`src/rtl/rv32i_types.sv`:
```
// Shared RV32I pipeline types: hazard sequencer state and the bundled
// stage-register control word used by the datapath top.
package rv32i_types;

    typedef enum logic [1:0] {
        RUN    = 2'd0,
        I_DONE = 2'd1,
        D_DONE = 2'd2
    } hz_state_t;

    typedef struct packed {
        logic pc_load;
        logic load_if_id;
        logic load_id_ex;
        logic load_ex_mem;
        logic load_mem_wb;
        logic flush_if_id;
        logic flush_id_ex;
    } stage_ctrl_t;

    localparam stage_ctrl_t CTRL_HOLD = '{
        pc_load: 1'b0, load_if_id: 1'b0, load_id_ex: 1'b0, load_ex_mem: 1'b0,
        load_mem_wb: 1'b0, flush_if_id: 1'b0, flush_id_ex: 1'b0
    };

    localparam stage_ctrl_t CTRL_ADVANCE = '{
        pc_load: 1'b1, load_if_id: 1'b1, load_id_ex: 1'b1, load_ex_mem: 1'b1,
        load_mem_wb: 1'b1, flush_if_id: 1'b0, flush_id_ex: 1'b0
    };

    localparam stage_ctrl_t CTRL_SQUASH = '{
        pc_load: 1'b1, load_if_id: 1'b1, load_id_ex: 1'b1, load_ex_mem: 1'b1,
        load_mem_wb: 1'b1, flush_if_id: 1'b1, flush_id_ex: 1'b1
    };

    // Hold PC and IF/ID, push a NOP into EX, let the older stages drain.
    localparam stage_ctrl_t CTRL_BUBBLE = '{
        pc_load: 1'b0, load_if_id: 1'b0, load_id_ex: 1'b1, load_ex_mem: 1'b1,
        load_mem_wb: 1'b1, flush_if_id: 1'b0, flush_id_ex: 1'b1
    };

endpackage

```
`src/rtl/load_use_detect.sv`:
```
// Flags an instruction in ID that needs the result of a load still in EX.
module load_use_detect (
    input  logic [4:0] id_rs1,
    input  logic [4:0] id_rs2,
    input  logic [4:0] ex_rd,
    input  logic       ex_is_load,
    output logic       load_use
);

    // x0 never carries a real dependency, so a load targeting it needs no bubble.
    assign load_use = ex_is_load && (ex_rd != 5'd0) &&
                      ((ex_rd == id_rs1) || (ex_rd == id_rs2));

endmodule

```
`src/rtl/pipeline_hazard_ctrl.sv`:
```
// Stall/flush sequencer for the 5-stage pipeline: cache-miss freeze with
// response banking, load-use bubbles, mispredict squash, stall statistics.
module pipeline_hazard_ctrl
    import rv32i_types::*;
#(
    parameter int CNT_W    = 8,
    parameter int MAX_WAIT = 200
) (
    input  logic        clk,
    input  logic        rst,
    input  logic        imem_resp,
    input  logic        dmem_req,
    input  logic        dmem_resp,
    input  logic [4:0]  id_rs1,
    input  logic [4:0]  id_rs2,
    input  logic [4:0]  ex_rd,
    input  logic        ex_is_load,
    input  logic        br_mispredict,
    output logic        pc_load,
    output logic        load_if_id,
    output logic        load_id_ex,
    output logic        load_ex_mem,
    output logic        load_mem_wb,
    output logic        flush_if_id,
    output logic        flush_id_ex,
    output logic        cur_stall,
    output logic [31:0] stall_cycles,
    output logic        timeout
);

    hz_state_t         state, state_next;
    stage_ctrl_t       ctrl;
    logic              load_use;
    logic              i_ok, d_ok, freeze;
    logic [CNT_W-1:0]  wait_cnt;

    load_use_detect u_load_use_detect (
        .id_rs1     (id_rs1),
        .id_rs2     (id_rs2),
        .ex_rd      (ex_rd),
        .ex_is_load (ex_is_load),
        .load_use   (load_use)
    );

    // A banked response counts as ready until the other side catches up.
    assign i_ok   = imem_resp || (state == I_DONE);
    assign d_ok   = !dmem_req || dmem_resp || (state == D_DONE);
    assign freeze = !(i_ok && d_ok);

    // NOTE: every always_comb output gets a default first so no path infers a latch.
    always_comb begin
        ctrl      = CTRL_HOLD;
        cur_stall = 1'b0;
        if (rst) begin
            ctrl = CTRL_HOLD;
        end else if (freeze) begin
            cur_stall = 1'b1;
        end else if (br_mispredict) begin
            ctrl = CTRL_SQUASH;
        end else if (load_use) begin
            ctrl = CTRL_BUBBLE;
        end else begin
            ctrl = CTRL_ADVANCE;
        end
    end

    assign pc_load     = ctrl.pc_load;
    assign load_if_id  = ctrl.load_if_id;
    assign load_id_ex  = ctrl.load_id_ex;
    assign load_ex_mem = ctrl.load_ex_mem;
    assign load_mem_wb = ctrl.load_mem_wb;
    assign flush_if_id = ctrl.flush_if_id;
    assign flush_id_ex = ctrl.flush_id_ex;

    always_comb begin
        state_next = state;
        case (state)
            RUN: begin
                if (freeze && imem_resp)
                    state_next = I_DONE;
                else if (freeze && dmem_req && dmem_resp)
                    state_next = D_DONE;
            end
            I_DONE:  if (d_ok) state_next = RUN;
            D_DONE:  if (i_ok) state_next = RUN;
            default: state_next = RUN;
        endcase
    end

    // NOTE: sequential state uses non-blocking assignments so all registers
    // sample pre-edge values regardless of statement order.
    always_ff @(posedge clk) begin
        if (rst) begin
            state        <= RUN;
            wait_cnt     <= '0;
            stall_cycles <= '0;
            timeout      <= 1'b0;
        end else begin
            state <= state_next;
            if (freeze) begin
                if (wait_cnt != '1)
                    wait_cnt <= wait_cnt + 1'b1;
                stall_cycles <= stall_cycles + 32'd1;
                if (wait_cnt == CNT_W'(MAX_WAIT - 1))
                    timeout <= 1'b1;
            end else begin
                wait_cnt <= '0;
            end
        end
    end

endmodule

```
`config.mk`:
```
export PLATFORM = sky130hd
export DESIGN_NAME = pipeline_hazard_ctrl
export DESIGN_NICKNAME = d
export VERILOG_FILES = /design/src/rtl/rv32i_types.sv /design/src/rtl/load_use_detect.sv /design/src/rtl/pipeline_hazard_ctrl.sv
export SDC_FILE = /design/constraint.sdc
export NUM_CORES = 1
export LEC_CHECK = 0
export ABC_AREA = 1
export CAP_MARGIN = 15
export CORE_MARGIN = 3
export CORE_UTILIZATION = 54
export DETAILED_ROUTE_END_ITERATION = 12
export HOLD_SLACK_MARGIN = 0.12
export PLACE_DENSITY_LB_ADDON = 0.1
export SYNTH_ARGS = -nofsm -noshare
export SYNTH_HDL_FRONTEND = slang
export SYNTH_SLANG_ARGS = --single-unit
```
`constraint.sdc`:
```
create_clock -name clk -period 3.45 [get_ports clk]
set_input_delay 0.345 -clock clk [delete_from_list [all_inputs] [get_ports clk]]
set_output_delay 0.345 -clock clk [all_outputs]
set_load 0.005 [all_outputs]
```
==> flow_summary_export.csv <==
group,metric,value,unit
routing,routedWlPerCell,11.51,um
final_layout,layout-drive-gt1-share,9.534,%
global_routing,grt.total_usage,22.13,%
routing,num_vias,2662,
cts,cts_tree,"yes",
timing,setup_viol,0,
placement,hpwl,4.723,mm
synth,ys_types,36,
global_routing,grt_first_pass_wirelength,10.84,mm
routing,routed_wl,6.181,mm
timing,worst_pin_slew,0.3917,ns
critical_path,end_kind,"output pin",
critical_path,critPathKind,"input pin to output pin",
synth,synth.top_cell.area_share,32.35,%
final_layout,multi_input_area,0.001520,mm^2
placement,dp_cells,529,
final_layout,fillers,366,
global_routing,grt_start_max_net_pins,37,
cts,cts.sinks,43,
final_layout,diodes,0,
worst_hold_path,hold_class,"flip-flop to flip-flop",
timing,holdWs,0.4889,ns
die,fp.dieH,76.20,um
routing,vias_per_cell,4.957,
global_routing,grt_pass1_vias,2500,
synth,syn-num-nets,433,
timing,layout_setup_ws,0.7373,ns
cts,clk_latency,0.30,ns
die,rows,24,
critical_path,required,3.11,ns
timing,period_minus_slack,2.713,ns
status,status,"finished, final reports clean",
pwr,total_power,1025,uW
timing,clock_skew,0.01025,ns
synth,synth.most_common_cell,"nand2_1",
cts,holdBufCountCts,0,
critical_path,path_max_fanout,36,
synth,syn_area_per_cell,6.507,um^2
timing,hold_violations,0,
routing,drc,0,
synth,netlist_area,0.002661,mm^2
die,core_area,0.004564,mm^2
die,die_w,76.20,um
cts,clk_pin_slew,0.08,ns
placement,gp_congestion,0.8574,
final_layout,area.growth.synth_to_final,29.10,%
routing,drt-pass1-iter-count,4,
critical_path,startpoint_type,"input pin",
cts,cts_buffer_depth,2,
cts,post_cts_buffers,0,
cts,cts_made_buffers,5,
final_layout,fin_nets,495,
pwr,p_leak,0.001386,uW
timing,grt_setup_unrepaired,"false",
placement,portBuffers,62,
synth,yosysSeqAreaShare,32.35,%
die,fp.dieArea,0.005806,mm^2
die,start_util,58.31,%
cts,cts_resized,0,
synth,synth.area.top_cells,"dfxtp_1 32%, nand2_1 15%, nor2_1 8.5%, inv_1 7.8%, nand3_1 6.8%",
timing,max_freq,368.6,MHz
routing,drt_iter0_markers,156,
synth,yosysWarnings,0,
timing,finalSetupTns,0,ns
synth,ys_ff_latch,43,
final_layout,final_cells,537,
synth,synth_ff_type,"dfxtp_1",
critical_path,critPathArrivalTime,2.37,ns
synth,ys_async_sr_fraction,0,%
timing,slew_headroom,73.21,%
synth,synth_largest_area_cell,"dfxtp_1",
timing,slew_viol_final,0,
routing,ant_nets,0,
pwr,vdd_drop_max,0.2227,mV
cts,htree_levels,2,
placement,pre_cts_ws,0.7329,ns
die,ioPinCount,63,
flow_run,drv_cap,0,
timing,fin_crit_sh,78.63,%
pwr,power.density,298.2,mW/mm^2
global_routing,antenna_found_initial,0,
synth,ys_top_cells_by_count,"104 x nand2_1, 60 x nor2_1, 55 x inv_1",
cts,cts-root-buf,"clkbuf_8",
final_layout,ff_latch_area,860.8,um^2
synth,synth_edf_count,0,
global_routing,gr-total-overflow,0,
synth,synth_cells,409,
[power by group]
| group | internal [uW] | switching [uW] | total (uW) | leakage, uW |
|---|---|---|---|---|
| combinational | 60.7 | 62.9 | 124 | 0.000980 |
| clock | 215 | 176 | 391 | 0.0000581 |
| sequential | 503 | 6.92 | 510 | 0.000347 |
| total | 779 | 246 | 1020 | 0.00139 |
[final cells by class]
cell class,count,area share [%]
well taps,65,2.367
inverters,60,6.555
clock inverters,3,1.275
multi-input cells,297,44.25
flip-flops and latches,43,25.05
clock buffers,5,2.003
repair buffers,64,18.50
[cell families after synthesis]
logic type	synth area share, %
compound gates	7.899
xor+xnor	3.949
simple gates	44.34
buf+inv	10.53
flops	32.35
fa+ha+maj	0.9401
[registers in the layout, summed over array words and instances (netlist names)]
name          count
stall_cycles     32
timeout           1
state             2
wait_cnt          8
[layout by cell type, fill, tap and decap left out, types with 8 or more instances in the layout]
master and instances:
nand2_1 104, clkdlybuf4s50_1 62, nor2_1 60, inv_1 55
dfxtp_1 43, nand3_1 36, a21oi_1 23, nand4_1 9
nor2_2 8, xor2_1 8
[worst max-delay path: stages]
cell,delay (ns)
clkdlybuf4s50_1,0.50
inv_1,0.07
o21ai_2,0.09
nand2_4,0.27
nor2_2,0.33
nand2_1,0.14
nand2_1,0.11
clkdlybuf4s50_1,0.50
[path summary, 6_finish.rpt]
kind / slack, ns / to / from / cells after the start
hold / removal: 0.49 / wait_cnt[1] / wait_cnt[1] / 2
setup / recovery: 0.74 / pc_load / imem_resp / 8
setup reg to reg: 1.78 / stall_cycles[4] / state[0] / 9
hold reg to reg: 0.49 / wait_cnt[1] / wait_cnt[1] / 2
[through the flow]
stage                     instance area, um^2  util [%]
after floorplan                          2661         -
after global placement                   3323     72.81
after detailed placement                 3323     72.81
after CTS                                3436     75.27
after global routing                     3436     75.27
final                                    3436     75.27
[per-layer routing]
metal	routed length (um)	global-route usage [%]	share of wire (%)	up-vias
met5	0	0	0	-
li1	-	-	-	1404
met2	2907	36.91	47	70
met1	2835	28.02	46	1180
met4	68	5.254	1.1	0
met3	369	6.619	6.0	8
(Power assumes the default switching activity.)
